`config.mk`:
```
export PLATFORM = sky130hd
export DESIGN_NAME = fflop_gather
export DESIGN_NICKNAME = d
export VERILOG_FILES = /design/src/rtl/fflop_gather_pkg.sv /design/src/rtl/fflop.sv /design/src/rtl/fflop_gather.sv
export SDC_FILE = /design/constraint.sdc
export NUM_CORES = 1
export LEC_CHECK = 0
export ABC_CLOCK_PERIOD_IN_PS = 16510
export BUFFER_PORTS_ARGS = -buffer_cell sky130_fd_sc_hd__buf_4
export CELL_PAD_IN_SITES_DETAIL_PLACEMENT = 0
export CELL_PAD_IN_SITES_GLOBAL_PLACEMENT = 1
export CORE_MARGIN = 2
export CORE_UTILIZATION = 35
export DETAILED_ROUTE_END_ITERATION = 10
export PLACE_DENSITY = 0.71
export SETUP_SLACK_MARGIN = 0.4
export SKIP_CTS_REPAIR_TIMING = 1
export SLEW_MARGIN = 20
export SYNTH_ARGS = -nofsm -noshare
export SYNTH_HDL_FRONTEND = slang
export SYNTH_SLANG_ARGS = --single-unit
export TNS_END_PERCENT = 5
```
`constraint.sdc`:
```
create_clock -name clk -period 16.51 [get_ports clk]
set_clock_uncertainty 0.1 [all_clocks]
set_input_delay 4.1275 -clock clk [delete_from_list [all_inputs] [get_ports clk]]
set_output_delay 4.1275 -clock clk [all_outputs]
set_load 0.02 [all_outputs]
```
`src/rtl/fflop_gather_pkg.sv`:
```
// Shared defaults and width helpers for the fflop beat gatherer.
package fflop_gather_pkg;

  localparam int unsigned DEF_SIZE  = 16;
  localparam int unsigned DEF_BEATS = 4;

  // Width of a beat-count field able to hold 1..beats.
  function automatic int unsigned beats_w(input int unsigned beats);
    return $clog2(beats + 1);
  endfunction

  // Width of a slice index running 0..beats-1.
  function automatic int unsigned cnt_w(input int unsigned beats);
    return $clog2(beats);
  endfunction

endpackage

```
`src/rtl/fflop.sv`:
```
// Two-entry valid/retry pipeline stage: head register plus one skid entry.
// dinRetry is the skid-occupied flag, so it is registered and input-independent.
module fflop #(
  parameter int unsigned Size = 1
) (
  input  logic            clk,
  input  logic            reset,
  input  logic [Size-1:0] din,
  input  logic            dinValid,
  output logic            dinRetry,
  output logic [Size-1:0] q,
  output logic            qValid,
  input  logic            qRetry
);

  logic [Size-1:0] r_q;
  logic [Size-1:0] r_s;
  logic            r_qv;
  logic            r_sv;
  logic            w_push;
  logic            w_pop;
  logic            w_head_free;

  assign w_push      = dinValid && !r_sv;
  assign w_pop       = r_qv && !qRetry;
  assign w_head_free = !r_qv || w_pop;

  // Occupancy: a push lands in the head if it frees up, else in the skid.
  always_ff @(posedge clk) begin
    if (reset) begin
      r_qv <= 1'b0;
      r_sv <= 1'b0;
    end else if (w_head_free) begin
      if (r_sv) begin
        r_qv <= 1'b1;
        r_sv <= 1'b0;
      end else begin
        r_qv <= w_push;
      end
    end else if (w_push) begin
      r_sv <= 1'b1;
    end
  end

  always_ff @(posedge clk) begin
    if (w_head_free) begin
      if (r_sv) begin
        r_q <= r_s;
      end else if (w_push) begin
        r_q <= din;
      end
    end else if (w_push) begin
      r_s <= din;
    end
  end

  assign dinRetry = r_sv;
  assign q        = r_q;
  assign qValid   = r_qv;

endmodule

```
`src/rtl/fflop_gather.sv`:
```
// Packs Beats narrow beats (or fewer, closed early by in1_last) into one wide
// word carrying its beat count in the MSBs, emitted through an fflop stage.
module fflop_gather
  import fflop_gather_pkg::*;
#(
  parameter int unsigned Size  = DEF_SIZE,
  parameter int unsigned Beats = DEF_BEATS
) (
  input  logic                         clk,
  input  logic                         reset,
  input  logic [Size-1:0]              in1,
  input  logic                         in1_valid,
  input  logic                         in1_last,
  output logic                         in1_retry,
  output logic [Size*Beats-1:0]        out1,
  output logic [$clog2(Beats+1)-1:0]   out1_beats,
  output logic                         out1_valid,
  input  logic                         out1_retry
);

  localparam int unsigned DW = Size * Beats;
  localparam int unsigned BW = beats_w(Beats);
  localparam int unsigned CW = cnt_w(Beats);

  logic [CW-1:0]    r_cnt;
  logic [DW-1:0]    r_acc;
  logic [DW-1:0]    w_merged;
  logic             w_accept;
  logic             w_last_slot;
  logic             w_complete;
  logic             w_din_retry;
  logic [BW+DW-1:0] w_din;
  logic [BW+DW-1:0] w_q;

  assign w_accept    = in1_valid && !w_din_retry;
  assign w_last_slot = (r_cnt == CW'(Beats - 1));
  assign w_complete  = w_accept && (w_last_slot || in1_last);

  // Slices below cnt come from the accumulator, cnt takes the live beat, the rest are zero.
  always_comb begin
    w_merged = '0;
    for (int unsigned i = 0; i < Beats; i++) begin
      if (i < 32'(r_cnt)) begin
        w_merged[i*Size +: Size] = r_acc[i*Size +: Size];
      end else if (i == 32'(r_cnt)) begin
        w_merged[i*Size +: Size] = in1;
      end
    end
  end

  always_ff @(posedge clk) begin
    if (reset) begin
      r_cnt <= '0;
      r_acc <= '0;
    end else if (w_complete) begin
      r_cnt <= '0;
      r_acc <= '0;
    end else if (w_accept) begin
      r_cnt <= r_cnt + CW'(1);
      r_acc <= w_merged;
    end
  end

  assign w_din = {BW'(r_cnt) + BW'(1), w_merged};

  fflop #(
    .Size (BW + DW)
  ) u_out (
    .clk      (clk),
    .reset    (reset),
    .din      (w_din),
    .dinValid (w_complete),
    .dinRetry (w_din_retry),
    .q        (w_q),
    .qValid   (out1_valid),
    .qRetry   (out1_retry)
  );

  assign in1_retry  = w_din_retry;
  assign out1       = w_q[DW-1:0];
  assign out1_beats = w_q[BW+DW-1 -: BW];

endmodule

```
==> summary.md <==
| Metric | Value |
|---|---|
| Status | `finished clean` |
| Critical Setup Path Class | `input pin to register` |
| Avg WL per Cell | `16.7 µm` |
| Placed cell count | `892` |
| Fin. max-slew vios | `0` |
| DRT Pass-1 Iters | `6` |
| Worst Setup End Kind | `register` |
| CTS tree | `built` |
| Initial DRC count | `332` |
| Syn_nets | `582` |
| Ys async rst share | `0%` |
| Total Routing Usage GR | `13.6%` |
| Port Buffer Count | `89` |
| Max Root-Sink Buffers | `2` |
| Syn Area/Cell | `around 14 µm²` |
| First-pass GRT wire length | `between 20 and 25 mm` |
| CTS sink cnt | `186` |
| Register clock-pin slew on the reported worst setup and hold paths | `~0.06 ns` |
| Mapped Area | `7620 µm²` |
| Critical path launch point type | `input pin` |
| Reg-to-reg critical path startpoint | `r_cnt[1]$_SDFFE_PP0P_` |
| Most common cell on crit path | `buf_4` |
| Vias in the first global route | `4,141` |
| Crit share post-route | `around 37%` |
| Syn Inst Count | `556` |
| Peak VDD IR | `~0.059 mV` |
| Grt ovf | `0` |
| H-tree depth | `4` |
| Fin nets | `between 600 and 700` |
| Post-synth top area share | `52.8%` |
| DRC Markers | `0` |
| F_max | `166 MHz` |
| Vias | `4,431` |
| Synth cell types | `24` |
| Largest net degree at the start of global routing | `slightly above 80` |
| Setup TNS Final | `0 ns` |
| R2R Setup Slk | `13.28 ns` |
| Die height | `152 µm` |
| Max FO, Critical Path | `67` |
| Most common cell after layout, fill and taps aside | `edfxtp_1` |
| Register bit total from synthesis | `between 150 and 200` |
| Leading cell types in the layout, fill and taps excluded | `134 x edfxtp_1, 93 x buf_4, 82 x mux2_2` |
| Crit path from | `in1_valid` |
| Cell Chain, Critical Path | `buf_4, nor2b_2, nand2_1, nor2_4, buf_4` |
| Antenna violations before repair | `0` |
| Fin cells | `approximately 920` |
| Seq/Total Area, Yosys | `66.4%` |
| Worst EP required | `about 16 ns` |
| Detailed Route WL | `15.5 mm` |
| DR vias/cell | `4.80` |
| Critical Path AT | `about 6 ns` |
| Clock root buffer | `clkbuf_16` |
| Top delay family on crit path | `simple AND/OR/NAND/NOR gates` |
| Worst hold path type | `register to register` |
| Ant. Diodes | `0` |
| Unrepaired setup endpoints after global routing | `false` |
| Gpl congestion | `roughly 0.72` |
| Worst setup path endpoint | `u_out.r_s[37]$_DFFE_PP_` |
| Crit path max-delay cell type | `nor2b_2` |
| Worst path bufs/invs | `2` |
| Worst path max stage delay | `0.71 ns` |
| DIE WIDTH | `152 µm` |
| Post-route ant nets | `0` |
| Final Critical Period | `~6 ns` |
| Share of cells above drive strength 1 | `34.3%` |
| Latest clock arrival within the worst-skew pair | `0.43 ns` |
| CP Depth | `5` |
| Die Footprint | `between 20,000 and 25,000 µm²` |
| CTS Buf Count | `17` |
| FF-to-FF End | `u_out.q[34]$_DFFE_PP_` |
| Synth Flop Type | `edfxtp_1` |
| Core Area | `21,600 µm²` |
| Largest area contributor in the netlist | `edfxtp_1` |
| Fin. Hold Viols | `0` |
| Pwr/cell area | `between 100 and 150 nW/µm²` |
| Sequential cell area | `5070 µm²` |
| Area growth syn-to-layout | `18.8%` |
| # setup viols final | `0` |
| Max-capacitance violation count | `0` |
| Synth top area cells | `edfxtp_1 53%, dfxtp_1 14%, mux2_2 12%` |
| Post-synth EDFFs | `134` |
| Tightest Pin Transition | `0.994 ns` |
| Multi-input logic area | `2380 µm²` |
| Initial core utilization | `35.3%` |
| Leakage | `between 0.003 and 0.004 µW` |
| I/O pin cnt | `90` |
| Dpl hpwl | `9.45 mm` |
| Max transition margin | `between 30% and 40%` |
| FF-to-FF path depth | `5` |
| FILL cells | `2,011` |
| Synth warnings | `0` |
| # rows | `54` |
## through the flow
step                area (µm²)  setup slack, ns  util, %  total power, µW  hold WS [ns]
floorplan                 7620             8.29        -              589         0.372
global placement          8500            10.06     39.3              617         0.379
detailed placement        8500            10.02     39.3              619         0.385
CTS                       9060            10.47     41.9             1000         0.395
global route              9060            10.28     41.9             1030         0.429
finish                    9060            10.47     41.9              990         0.394
## area by class of cell
type / count / area share (%)
tap: 280 / 3.87
inverter: 2 / 0.0829
timing repair buffer: 93 / 7.71
sequential: 186 / 55.9
multi-input combinational: 331 / 26.3
clock inverter: 14 / 1.37
clock buffer: 18 / 4.74
## how the worst min path moves through the flow
stage	from	slack, ns	depth (start not counted)	endpoint
finish	r_acc[7]$_SDFFE_PP0P_	0.39	2	r_acc[7]$_SDFFE_PP0P_
global route	r_acc[4]$_SDFFE_PP0P_	0.43	2	r_acc[4]$_SDFFE_PP0P_
CTS	r_acc[7]$_SDFFE_PP0P_	0.39	2	r_acc[7]$_SDFFE_PP0P_
detailed placement	r_acc[7]$_SDFFE_PP0P_	0.39	2	r_acc[7]$_SDFFE_PP0P_
global placement	r_acc[1]$_SDFFE_PP0P_	0.38	2	r_acc[1]$_SDFFE_PP0P_
floorplan	r_acc[0]$_SDFFE_PP0P_	0.37	2	r_acc[0]$_SDFFE_PP0P_
## cells in the mapped netlist, drive strengths merged, types with 2 or more instances
library cell / n
nor3: 17
mux2: 82
buf: 27
o21ai: 33
nor2: 33
nand2: 71
edfxtp: 134
a21oi: 6
ha: 5
clkbuf: 10
dfxtp: 52
and2: 16
inv: 2
nand2b: 33
o211a: 32
## layer usage
metal | GRT usage, % | vias to the layer above | wire length [µm]
li1 | - | 2151 | -
met2 | 20.5 | 97 | 7000
met4 | 4.63 | 0 | 205
met1 | 19.2 | 2163 | 7420
met3 | 3.56 | 20 | 847
met5 | 0 | - | 0
## report_power, final
group	switching (µW)	internal, µW	total (µW)
clock network	174	208	382
logic	48.5	33.8	82.3
registers	7.05	518	525
total	230	760	990
## flip-flops by register name (all words and copies together), names as in the netlist
register,count
u_out.qValid,1
r_cnt,2
r_acc,48
u_out.r_s,67
u_out.q,67
u_out.dinRetry,1
## worst reg2reg max path: stages (launching register included)
cell	delay, ns
dfxtp_2	0.70
ha_1	0.66
or2_4	0.27
a21oi_1	0.13
a21oi_4	0.28
buf_4	0.68
## cell families after synthesis
family | after synthesis | synth area share [%]
AOI/OAI and AO/OA | 72 | 6.91
adders and majority gates | 5 | 0.820
buffers and inverters | 39 | 2.72
and+or+nand+nor | 172 | 11.0
DFF | 186 | 66.4
muxes | 82 | 12.1
No activity file was read; power rests on OpenSTA's default activity.
